## src/rtl/writeback_pkg.sv

```systemverilog
// writeback_pkg: select encodings, entry layout and helpers
// shared by the writeback buffer and its FIFO.
package writeback_pkg;

  localparam int WB_SEL_WIDTH = 3;

  localparam logic [WB_SEL_WIDTH-1:0] WB_SEL_MULT    = 3'd0;
  localparam logic [WB_SEL_WIDTH-1:0] WB_SEL_SHIFT   = 3'd1;
  localparam logic [WB_SEL_WIDTH-1:0] WB_SEL_LOGICAL = 3'd2;
  localparam logic [WB_SEL_WIDTH-1:0] WB_SEL_ADD     = 3'd3;
  localparam logic [WB_SEL_WIDTH-1:0] WB_SEL_COMPARE = 3'd4;

  localparam int WB_ADDR_W = 5;
  localparam int WB_DATA_W = 32;

  typedef struct packed {
    logic [WB_ADDR_W-1:0] addr;
    logic [WB_DATA_W-1:0] data;
  } wb_entry_t;

  function automatic logic sel_legal(
    input logic [WB_SEL_WIDTH-1:0] sel
  );
    return sel <= WB_SEL_COMPARE;
  endfunction

endpackage

```

## src/rtl/writeback_buffer_fifo.sv

```systemverilog
// wb_fifo: generic synchronous FIFO, async active-high reset.
// Registered count drives full/empty; storage is not reset.
module wb_fifo
  import writeback_pkg::*;
#(
  parameter  int WIDTH = 37,
  parameter  int DEPTH = 4,
  localparam int AW    = $clog2(DEPTH),
  localparam int CW    = AW + 1
) (
  input  logic             clk,
  input  logic             rst,
  input  logic             push,
  input  logic             pop,
  input  logic [WIDTH-1:0] din,
  output logic [WIDTH-1:0] dout,
  output logic             full,
  output logic             empty,
  output logic [CW-1:0]    count
);

  logic [WIDTH-1:0] mem [DEPTH];
  logic [AW-1:0]    wr_ptr;
  logic [AW-1:0]    rd_ptr;
  logic             do_push;
  logic             do_pop;

  assign full    = (count == CW'(DEPTH));
  assign empty   = (count == '0);
  assign do_push = push & ~full;
  assign do_pop  = pop & ~empty;
  assign dout    = mem[rd_ptr];

  // pointers wrap naturally since DEPTH is a power of two
  always_ff @(posedge clk or posedge rst) begin
    if (rst) begin
      wr_ptr <= '0;
      rd_ptr <= '0;
      count  <= '0;
    end else begin
      if (do_push) wr_ptr <= wr_ptr + 1'b1;
      if (do_pop)  rd_ptr <= rd_ptr + 1'b1;
      unique case ({do_push, do_pop})
        2'b10:   count <= count + 1'b1;
        2'b01:   count <= count - 1'b1;
        default: count <= count;
      endcase
    end
  end

  // storage write; contents are don't-care until pushed
  always_ff @(posedge clk) begin
    if (do_push) mem[wr_ptr] <= din;
  end

endmodule

```

## src/rtl/writeback_buffer.sv

```systemverilog
// writeback_buffer: selects an FU result, queues {dest,data},
// drains to the RF port. Optional: WRITEBACK_BYPASS_EN.
module writeback_buffer
  import writeback_pkg::*;
#(
  parameter  int R_DATA_WIDTH   = 32,
  parameter  int REG_ADDR_WIDTH = 5,
  parameter  int WB_DEPTH       = 4,
  parameter  int ZERO_REG       = 1,
  localparam int OCC_W          = $clog2(WB_DEPTH) + 1,
  localparam int ENT_W          = REG_ADDR_WIDTH + R_DATA_WIDTH
) (
  input  logic                      clk,
  input  logic                      rst,
  input  logic                      valid_e,
  output logic                      ready_e,
  input  logic                      wb_en_e,
  input  logic [WB_SEL_WIDTH-1:0]   wb_sel_e,
  input  logic [REG_ADDR_WIDTH-1:0] dest_e,
  input  logic [R_DATA_WIDTH-1:0]   mult_e,
  input  logic [R_DATA_WIDTH-1:0]   shift_e,
  input  logic [R_DATA_WIDTH-1:0]   logical_e,
  input  logic [R_DATA_WIDTH-1:0]   add_e,
  input  logic [R_DATA_WIDTH-1:0]   compare_e,
  output logic                      rf_wr_valid,
  output logic [REG_ADDR_WIDTH-1:0] rf_wr_addr,
  output logic [R_DATA_WIDTH-1:0]   rf_wr_data,
  input  logic                      rf_wr_ready,
  output logic [OCC_W-1:0]          occupancy,
  output logic                      illegal_sel,
  output logic                      idle
);

  logic [R_DATA_WIDTH-1:0]   sel_data;
  logic [ENT_W-1:0]          ent_in;
  logic [ENT_W-1:0]          ent_out;
  logic [REG_ADDR_WIDTH-1:0] head_addr;
  logic [R_DATA_WIDTH-1:0]   head_data;
  logic                      full;
  logic                      empty;
  logic                      accept;
  logic                      keep;
  logic                      push;
  logic                      pop;

  // result select; unused codes yield zero data
  always_comb begin
    sel_data = '0;
    unique case (1'b1)
      (wb_sel_e == WB_SEL_MULT):    sel_data = mult_e;
      (wb_sel_e == WB_SEL_SHIFT):   sel_data = shift_e;
      (wb_sel_e == WB_SEL_LOGICAL): sel_data = logical_e;
      (wb_sel_e == WB_SEL_ADD):     sel_data = add_e;
      (wb_sel_e == WB_SEL_COMPARE): sel_data = compare_e;
      default:                      sel_data = '0;
    endcase
  end

  assign ready_e = ~full;
  assign accept  = valid_e & ready_e;
  assign keep    = wb_en_e &
                   ~((ZERO_REG != 0) && (dest_e == '0));
  assign ent_in  = {dest_e, sel_data};
  assign {head_addr, head_data} = ent_out;
  assign pop     = ~empty & rf_wr_ready;

`ifdef WRITEBACK_BYPASS_EN
  logic byp;

  assign byp  = empty & accept & keep & sel_legal(wb_sel_e);
  assign push = accept & keep & ~(byp & rf_wr_ready);

  // head of queue wins; else forward the live result
  always_comb begin
    rf_wr_valid = ~empty | byp;
    rf_wr_addr  = '0;
    rf_wr_data  = '0;
    if (!empty) begin
      rf_wr_addr = head_addr;
      rf_wr_data = head_data;
    end else if (byp) begin
      rf_wr_addr = dest_e;
      rf_wr_data = sel_data;
    end
  end
`else
  assign push = accept & keep;

  // outputs come only from registered FIFO state
  always_comb begin
    rf_wr_valid = ~empty;
    rf_wr_addr  = '0;
    rf_wr_data  = '0;
    if (!empty) begin
      rf_wr_addr = head_addr;
      rf_wr_data = head_data;
    end
  end
`endif

  assign idle = (occupancy == '0) & ~rf_wr_valid;

  // sticky flag for unused select codes on a writing instr
  always_ff @(posedge clk or posedge rst) begin
    if (rst) begin
      illegal_sel <= 1'b0;
    end else if (accept & wb_en_e & ~sel_legal(wb_sel_e)) begin
      illegal_sel <= 1'b1;
    end
  end

  wb_fifo #(
    .WIDTH(ENT_W),
    .DEPTH(WB_DEPTH)
  ) u_fifo (
    .clk  (clk),
    .rst  (rst),
    .push (push),
    .pop  (pop),
    .din  (ent_in),
    .dout (ent_out),
    .full (full),
    .empty(empty),
    .count(occupancy)
  );

endmodule

```

## config.mk

```make
export PLATFORM = sky130hd
export DESIGN_NAME = writeback_buffer
export DESIGN_NICKNAME = d
export VERILOG_FILES = /design/src/rtl/writeback_pkg.sv /design/src/rtl/writeback_buffer_fifo.sv /design/src/rtl/writeback_buffer.sv
export SDC_FILE = /design/constraint.sdc
export NUM_CORES = 1
export LEC_CHECK = 0
export CAP_MARGIN = 10
export CORE_AREA = 2 2 110 154
export CTS_CLUSTER_SIZE = 25
export DETAILED_ROUTE_END_ITERATION = 12
export DIE_AREA = 0 0 112 156
export MAX_ROUTING_LAYER = met4
export PLACE_DENSITY = 0.76
export SLEW_MARGIN = 0
export SYNTH_ARGS = -nofsm -noshare
export SYNTH_HDL_FRONTEND = slang
export SYNTH_SLANG_ARGS = --single-unit
```

## constraint.sdc

```tcl
create_clock -name clk -period 3.48 [get_ports clk]
set_clock_uncertainty 0.15 [all_clocks]
set_input_delay 0.522 -clock clk [delete_from_list [all_inputs] [get_ports clk]]
set_output_delay 0.522 -clock clk [all_outputs]
set_load 0.02 [all_outputs]
```

==> results of run 1 <==
==> report_power, final <==
part | switching (W) | internal (W)
clock network | 0.000678 | 0.00119
logic | 0.00133 | 0.00150
registers | 0.000141 | 0.00233
==> cell families (layout without fill, tap and decap cells) <==
kind of cell             Yosys count  in the layout  share of synthesized area
AND/OR/NAND/NOR                   53             53                     0.0471
XOR/XNOR                           6              6                    0.00742
buffers and inverters             37            272                     0.0233
AO/OA/AOI/OAI                     66             66                     0.0869
adder cells (fa/ha/maj)            6              6                     0.0117
flip-flops                       156            156                      0.655
multiplexers                      71             71                      0.168
==> stage by stage <==
stage	utilization	hold WS, ns	worst slack, ns	total power [W]	cell area, um^2
2_1_floorplan	-	0.188	0.912	0.00406	7090
3_3_place_gp	0.592	0.315	0.326	0.00532	9530
3_5_place_dp	0.592	0.330	0.241	0.00538	9530
4_1_cts	0.629	0.203	0.298	0.00725	10100
5_1_grt	0.629	0.226	0.242	0.00747	10100
6_report	0.629	0.207	0.331	0.00717	10100
==> cells in the mapped netlist, drive strengths merged (2+ instances only) <==
| library cell | number | area (um^2) |
|---|---|---|
| a221o | 31 | 310 |
| and2 | 42 | 268 |
| buf | 17 | 90.1 |
| clkbuf | 11 | 41.3 |
| dfrtp | 8 | 200 |
| edfxtp | 148 | 4440 |
| ha | 5 | 62.6 |
| inv | 9 | 33.8 |
| mux2i | 32 | 320 |
| mux4 | 38 | 856 |
| nand3 | 2 | 10.0 |
| nor3b | 2 | 15.0 |
| o2bb2ai | 31 | 272 |
| xnor2 | 3 | 26.3 |
| xor2 | 3 | 26.3 |
==> registers in the layout (all words and copies together), names as in the netlist <==
signal and count:
u_fifo.wr_ptr 2, u_fifo.mem 148, u_fifo.rd_ptr 2, illegal_sel 1, u_fifo.count 3
==> area by class of cell <==
| cell class | instances | area (um^2) |
|---|---|---|
| repair buffers | 231 | 2310 |
| inverters | 9 | 33.8 |
| multi-input cells | 202 | 2290 |
| clock inverters | 13 | 174 |
| well taps | 199 | 249 |
| flip-flops and latches | 156 | 4650 |
| fillers | 1207 | 5970 |
| clock buffers | 19 | 433 |
==> layer usage <==
metal,up-vias,part of all wire
met1,2249,0.36
met3,13,0.061
li1,2092,-
met5,-,0
met2,188,0.56
met4,0,0.011
==> worst max path at each step <==
stage                                 from         endpoint
after global routing      u_fifo.rd_ptr[0]   rf_wr_data[17]
after detailed placement         dest_e[0]  u_fifo.count[2]
after CTS                 u_fifo.rd_ptr[0]   rf_wr_data[29]
final                     u_fifo.rd_ptr[0]   rf_wr_data[29]
after floorplan                  dest_e[0]  u_fifo.count[2]
after global placement           dest_e[0]  u_fifo.count[2]
==> summary by stage, run 1 <==
Timing
The total negative slack for setup checks is 0 ns. Setup repair after global routing left no endpoint under its margin. For the pin with the worst max-slew slack, the measured transition is 1.03 ns. Dividing the final minimum period by the clock period gives 0.905.

The clock period could shrink to 3.15 ns. The count of final hold-check violations is 0. Measured against its own limit, the worst slew margin works out to 0.312. Setup violations remaining at the end of the flow were counted as 0. The count of final max-slew check failures is 0.

Static timing analysis puts the maximum clock frequency at 318 MHz.

Floorplan
For this configuration, the core starts out at a cell density of 0.440. The top-level I/O count is 217. The number of placement rows is 55.

The floorplan step defined a die boundary enclosing 0.0175 mm^2. The placeable core region is 0.0161 mm^2. The die outline width is 112 um. In this run the vertical extent of the chip is 156 um.

Route
Before antenna repair, the detailed router went through 4 iterations. The detailed-route wire length is 17,700 um. In the final routed layout, each cell accounts on average for 21.3 um. The violation count after the first detailed-routing iteration is 268. In this run the remaining antenna-violating nets after routing total 0. For this run, design rule violations remaining after detail routing come to 0. The via count normalized by instance count is 5.48. The total number of vias is 4,542.

Placement
The congestion estimate from routability-driven global placement came to roughly 0.8. After detailed placement, the design holds a cell count of ~800. The count of buffers added on input and output ports is 216. The estimated wirelength of the detail-placed design is 12,700 um.

Clocking
TritonCTS built the clock tree. The clock tree synthesis step divided the H-tree into 4 levels. The number of hold buffers added after CTS was 0. Clock tree synthesis selected as its root buffer the cell clkbuf_16.

Once the clock tree was built, the setup fixing pass inserted 0 buffers. Gates resized during post-CTS repair numbered 0. The clock edge transition at the registers on the reported setup and hold paths is 0.06 ns. The maximum clock insertion buffer count is 2. The clock network latency to the later pin of the worst-skew pair is 0.41 ns. In this run, CTS created clock tree buffers numbering 17.

The number of clock sinks seen by CTS is 156.

Global route
The met2 demand-to-capacity share in global routing is 0.383. The total global-route track usage is 0.212. The first-pass GRT wire length is 27,100 um. The via count of the first global-routing pass is 4,872. The met1 global-route usage is 0.236. Entering global routing, the biggest net connects 38 pins. In the global route stage, met3 resource usage came out at 0.0447. The layer carrying the most global-route usage is met2. After global routing the overflow that remains totals 0. The initial antenna violation count was 0.

Run
The max-capacitance violation count is 0.

Synthesis
Counting flops with an async set or reset pin after synthesis yields a share of 0.0513. The Yosys step of the flow raised 0 warnings. The synthesized design contains between 100 and 150 enable-type register cells. The number of distinct library cells after synthesis is 30. The post-synthesis sequential element count is 156. The register area share after synthesis is 0.655.

The post-synthesis instance total is slightly below 400. Among all flip-flop cells after synthesis, the most frequent one is edfxtp_1. The netlist area before placement is 0.00709 mm^2. The net count after synthesis is 574. Averaged over all synthesized cells, the footprint is 17.9 um^2.

Min path
The worst hold path class is input pin to async pin.

Final layout
0 antenna diodes ended up in the layout. The finished layout holds 829 standard cells, fillers aside. The total number of nets in the final design is between 700 and 800. In the layout the commonest cells are clkdlybuf4s50_1, edfxtp_1, and2_1, mux4_2, mux2i_1. The library cell used most frequently in the layout, excluding fill and tap cells, is clkdlybuf4s50_1. The fraction of layout cells with a size suffix above 1 is 0.149. Compared with the post-synthesis result, the final layout area differs by 43.0%.

Worst setup path
The capturing element type of the critical path is an output port. The worst register-to-register path begins at u_fifo.count[1]. The data arrival time of the worst path is 2.48 ns. The path length in cells of the critical path is 4. Counting both buffers and inverters, the worst setup path holds a total of 2. Across all register-to-register paths, the minimum setup slack is about 1.0 ns. The worst path required time is 2.81 ns. The critical path in this run is classified as register to output port. The end of the worst register-to-register path is u_fifo.count[2].

The element type at the critical path start is a register. For this design, the slowest cell found on the critical path is clkdlybuf4s50_1. The signal on the critical path passes through buf_12 > mux4_2 > and2_1 > clkdlybuf4s50_1. The kind of cell with the highest combined delay along the critical path is buffers and inverters.

On the worst path, the slowest cell contributes a delay of 0.58 ns. The largest driver fanout on the critical path is 18. The depth of the worst register-to-register path is 9.

Power
The leakage power is 3.51 nW. VDD sags by at most 0.390 mV. Power spread over the standard cell area amounts to 707 mW/mm^2.

Run status
The flow ran to the end, and the final reports show no timing, DRC or antenna violations.
Note: power is estimated with default switching activity, not from simulation.
==> inputs of run 2 (changes only) <==
Settings changed: ABC_AREA set to 1, CORE_AREA 2 2 110 154 to 2 2 117 164, DIE_AREA 0 0 112 156 to 0 0 119 166, PLACE_DENSITY 0.76 to 0.74.
==> run 2 against run 1 <==
Synthesized area grew 14%. Cell area grew 8.6%. Sequential power shrank 3%. Maximum frequency shrank 1.6%. Combinational power grew 17%. Synthesized cell count grew 130%. First-iteration DRC count grew 47%. Critical path depth grew 1. Utilization shrank 3.1 points. Largest cell class unchanged. Largest power group unchanged.
==> summary by stage, run 2 <==
Timing
The final hold slack is 0.213 ns (+0.00561 ns). The shortest period the worst path allows was 3.20 ns (+0.0498 ns). The part of the cycle the worst path needs is 0.919 (+0.0143). The count of final max-slew check failures is 0 (unchanged). The remaining max-slew budget at the tightest pin is 0.548 (+0.236).

The total negative slack for setup checks is 0 ns (unchanged). The upper clock frequency limit is 313 MHz (-1.6%). The count of final hold-check violations is 0 (unchanged). Setup repair after global routing left no endpoint under its margin. The slew at the pin with the worst max-slew slack is 0.678 ns (-0.354 ns). The setup violation total in the final timing report is 0 (unchanged).

Global route
The initial antenna violation count is 0 (unchanged). The total global-route track usage is 0.227 (+0.0152). The leftover overflow at the end of global routing is 0 (unchanged). The pin count of the biggest net entering global routing is 76 (+100%). The via count of the first global-routing pass is 6,592 (+35%). The first-pass GRT wire length is 33,400 um (+23%).

Worst setup path
The largest driver fanout on the critical path is 38 (+20). The type of the worst setup path is register to output port. The capturing element type of the critical path is an output port.

The worst path required time is 2.81 ns (about the same). The element type at the critical path start is a register. The data arrival time of the worst path is 2.53 ns (+0.05 ns).

Final layout
The register containing the most flip-flops in the final layout is u_fifo.mem. The area of the multi-input gates is 0.00284 mm^2 (+24%). The number of filler instances in the final layout was 1,533 (+27%). The final instance count without filler cells is 1,349 (+63%).

The total number of nets in the final design is 1,271 (+60%). The register area is 0.00465 mm^2 (about the same). The most frequent standard cell in the layout excluding fill and tap cells is nand2_1.

The diode insertion count for antenna repair is 0 (unchanged). The number of flip-flops under the largest register name came to 148 (unchanged). Leaving out fill and tap cells, the most frequent cells in the layout are nand2_1, clkdlybuf4s50_1, edfxtp_1. The area overhead of the layout relative to synthesis is 36.3%. The fraction of layout cells with a size suffix above 1 is 0.0597 (-0.0895). The largest registers in the layout are u_fifo.mem x148, u_fifo.count x3.

Power
The power density over the cells is 686 mW/mm^2 (-3.0%). The internal cell power is 0.00480 W (-4.3%). The clock group share of total power came to 0.246 (-0.015). The largest voltage drop on the vdd net is 0.430 mV (+10%).

The combinational group share of total power is 0.437 (+0.043). The switching power share of the total came to 0.363 (+0.0638). The sequential share of power is 0.317 (-0.028). The leakage power came to 4.47 nW (+28%). The power dissipated by switching net loads is 0.00274 W (+28%).

Floorplan
The number of placement rows is 59 (+7.3%). The full die area is 0.0198 mm^2 (+13%). The placeable core region is 0.0184 mm^2 (+14%).

The initial cell density of the core is 0.439 (-0.000767). The top-level I/O count was 217 (unchanged). The height of the die is 166 um (+6.4%). The die outline width is 119 um (+6.3%).

Synthesis
The dominant combinational cell family by area after synthesis is simple AND/OR/NAND/NOR gates. The average cell area after synthesis is 8.96 um^2 (-50%). The post-synthesis instance total came to 901 (+130%).

The most repeated cell in the gate-level netlist after synthesis is nand2_1. The biggest area consumer among synthesized cells is edfxtp_1. The register area share after synthesis is 0.575 (-0.0802). The arithmetic-cell share of the synthesized area counting full adders, half adders and majority gates was 0.0102 (-0.00143).

The share of synthesized registers carrying an async set or reset is 0.0513 (unchanged). The total of warnings raised by yosys came to 0 (unchanged). The share of the synthesized area in the top cell type is 0.550 (-0.0768). The parity-gate share of the synthesized area counting xor and xnor cells was 0.00325 (-0.00416). After synthesis, the cell types taking the most area are edfxtp_1, nand2_1, nor2_1, nand4_1, nand3_1. The number of distinct library cells after synthesis was 26 (-13%). The post-synthesis sequential element count is 156 (unchanged). The primary flip-flop cell chosen by synthesis mapping is edfxtp_1.

The synthesized-area fraction occupied by and/or/nand/nor cells is 0.286 (+0.239). The netlist area before placement came to 0.00807 mm^2 (+14%). The number of synthesized flops with an enable pin is 148 (unchanged). The share of the synthesized area in compound gates (AO/OA/AOI/OAI) is 0.0483 (-0.0385).

The fraction of synthesized area in multiplexers is 0 (-0.168). The net count after synthesis is 1,080 (+88%). By count the netlist is led by nand2_1, edfxtp_1, nor2_1.

Clocking
The total number of H-tree levels came to 4 (unchanged). The maximum clock insertion buffer count is 2 (unchanged). The clock edge transition at the registers on the reported setup and hold paths came to 0.07 ns (about the same). The number of clock sinks seen by CTS came to 156 (unchanged). TritonCTS built the clock tree. The total CTS buffers came to 17 (unchanged). The number of resized instances in the post-cts repair step is 0 (unchanged). The clock network latency to the later pin of the worst-skew pair was 0.42 ns (about the same). The clock root buffer is clkbuf_16.

The post-CTS setup buffer count is 0 (unchanged). The hold buffer count at CTS is 0 (unchanged).

Route
The total iterations of the first detailed-routing run is 5 (+1). The count of nets left with antenna violations after detail routing is 0 (unchanged). The via count normalized by instance count is 5.11 (-6.8%). The detailed-route wire length came to 21,800 um (+23%).

The total number of vias is 6,892 (+52%). The routed length per instance was 16.2 um (-24%). The violation count after the first detailed-routing iteration is 395 (+47%). The number of design rule violations left after detail routing is 0 (unchanged).

Placement
The total of buffers placed on input and output ports is 216 (unchanged). The routability congestion estimate from global placement is 0.871 (+11%). The count of placed standard cells including taps came to 1,317 (+65%). The estimated wirelength of the detail-placed design came to 15,300 um (+20%).

Min path
The worst hold path class is input pin to async pin.

Run
The max-capacitance violation count was 0 (unchanged).

Run status
The run finished with clean final reports.
==> run 2: cell types whose count changed in the layout (fill, tap and decap cells not counted), moves of 41 or more <==
cell / before / now
nand2_1: 1 / 273
nor2_1: 1 / 125
nand3_1: 2 / 67
nand4_1: 0 / 64
inv_1: 9 / 50
==> run 2: worst paths after layout <==
path	startpoint	endpoint	slack [ns]	depth (start not counted)
setup / recovery	u_fifo.rd_ptr[1]	rf_wr_data[31]	0.28	5
max in group asynchronous	rst	u_fifo.rd_ptr[0]	2.71	2
setup reg to reg	u_fifo.count[1]	u_fifo.count[2]	1.00	10
hold reg to reg	illegal_sel	illegal_sel	0.36	2
min in group clk	illegal_sel	illegal_sel	0.36	2
hold / removal	rst	u_fifo.count[1]	0.21	2
==> run 2: area by class of cell <==
| cell class | instances | share of cell area |
|---|---|---|
| flip-flops and latches | 156 | 0.422 |
| multi-input cells | 626 | 0.258 |
| repair buffers | 236 | 0.217 |
| clock buffers | 19 | 0.0403 |
| well taps | 244 | 0.0277 |
| inverters | 55 | 0.0192 |
| clock inverters | 13 | 0.0154 |
==> run 2: cells by family after synthesis <==
family / after synthesis
AOI/OAI and AO/OA: 78
xor gates and xnor gates: 3
adders and majority gates: 6
buffers and inverters: 119
DFF: 156
and+or+nand+nor: 539
==> run 2: power groups by stage <==
stage,Clock [W],Combinational [W],Sequential [W]
3_5_place_dp,0,0.00332,0.00243
4_1_cts,0.00187,0.00335,0.00239
5_1_grt,0.00194,0.00360,0.00241
6_report,0.00186,0.00330,0.00239
3_3_place_gp,0,0.00327,0.00242
2_1_floorplan,0,0.00190,0.00244
==> run 2: worst max-delay path, stage by stage (launching register included) <==
cell	delay, ns
dfrtp_1	0.38
inv_2	0.49
buf_4	0.30
nand2_1	0.07
a21oi_1	0.21
clkdlybuf4s50_1	0.64
==> run 2: through the flow <==
step,setup slack [ns],total power [W],utilization,area [um^2]
detailed placement,0.473,0.00574,0.565,10400
finish,0.281,0.00755,0.599,11000
global placement,0.545,0.00569,0.565,10400
CTS,0.236,0.00761,0.599,11000
floorplan,0.317,0.00434,-,8070
global route,0.103,0.00795,0.599,11000
==> run 2: routing by layer <==
metal / vias up / GRT usage / share of wire
li1: 3421 / - / -
met1: 3155 / 0.256 / 0.39
met2: 273 / 0.395 / 0.52
met3: 43 / 0.0306 / 0.050
met4: 0 / 0.107 / 0.035
met5: - / - / 0
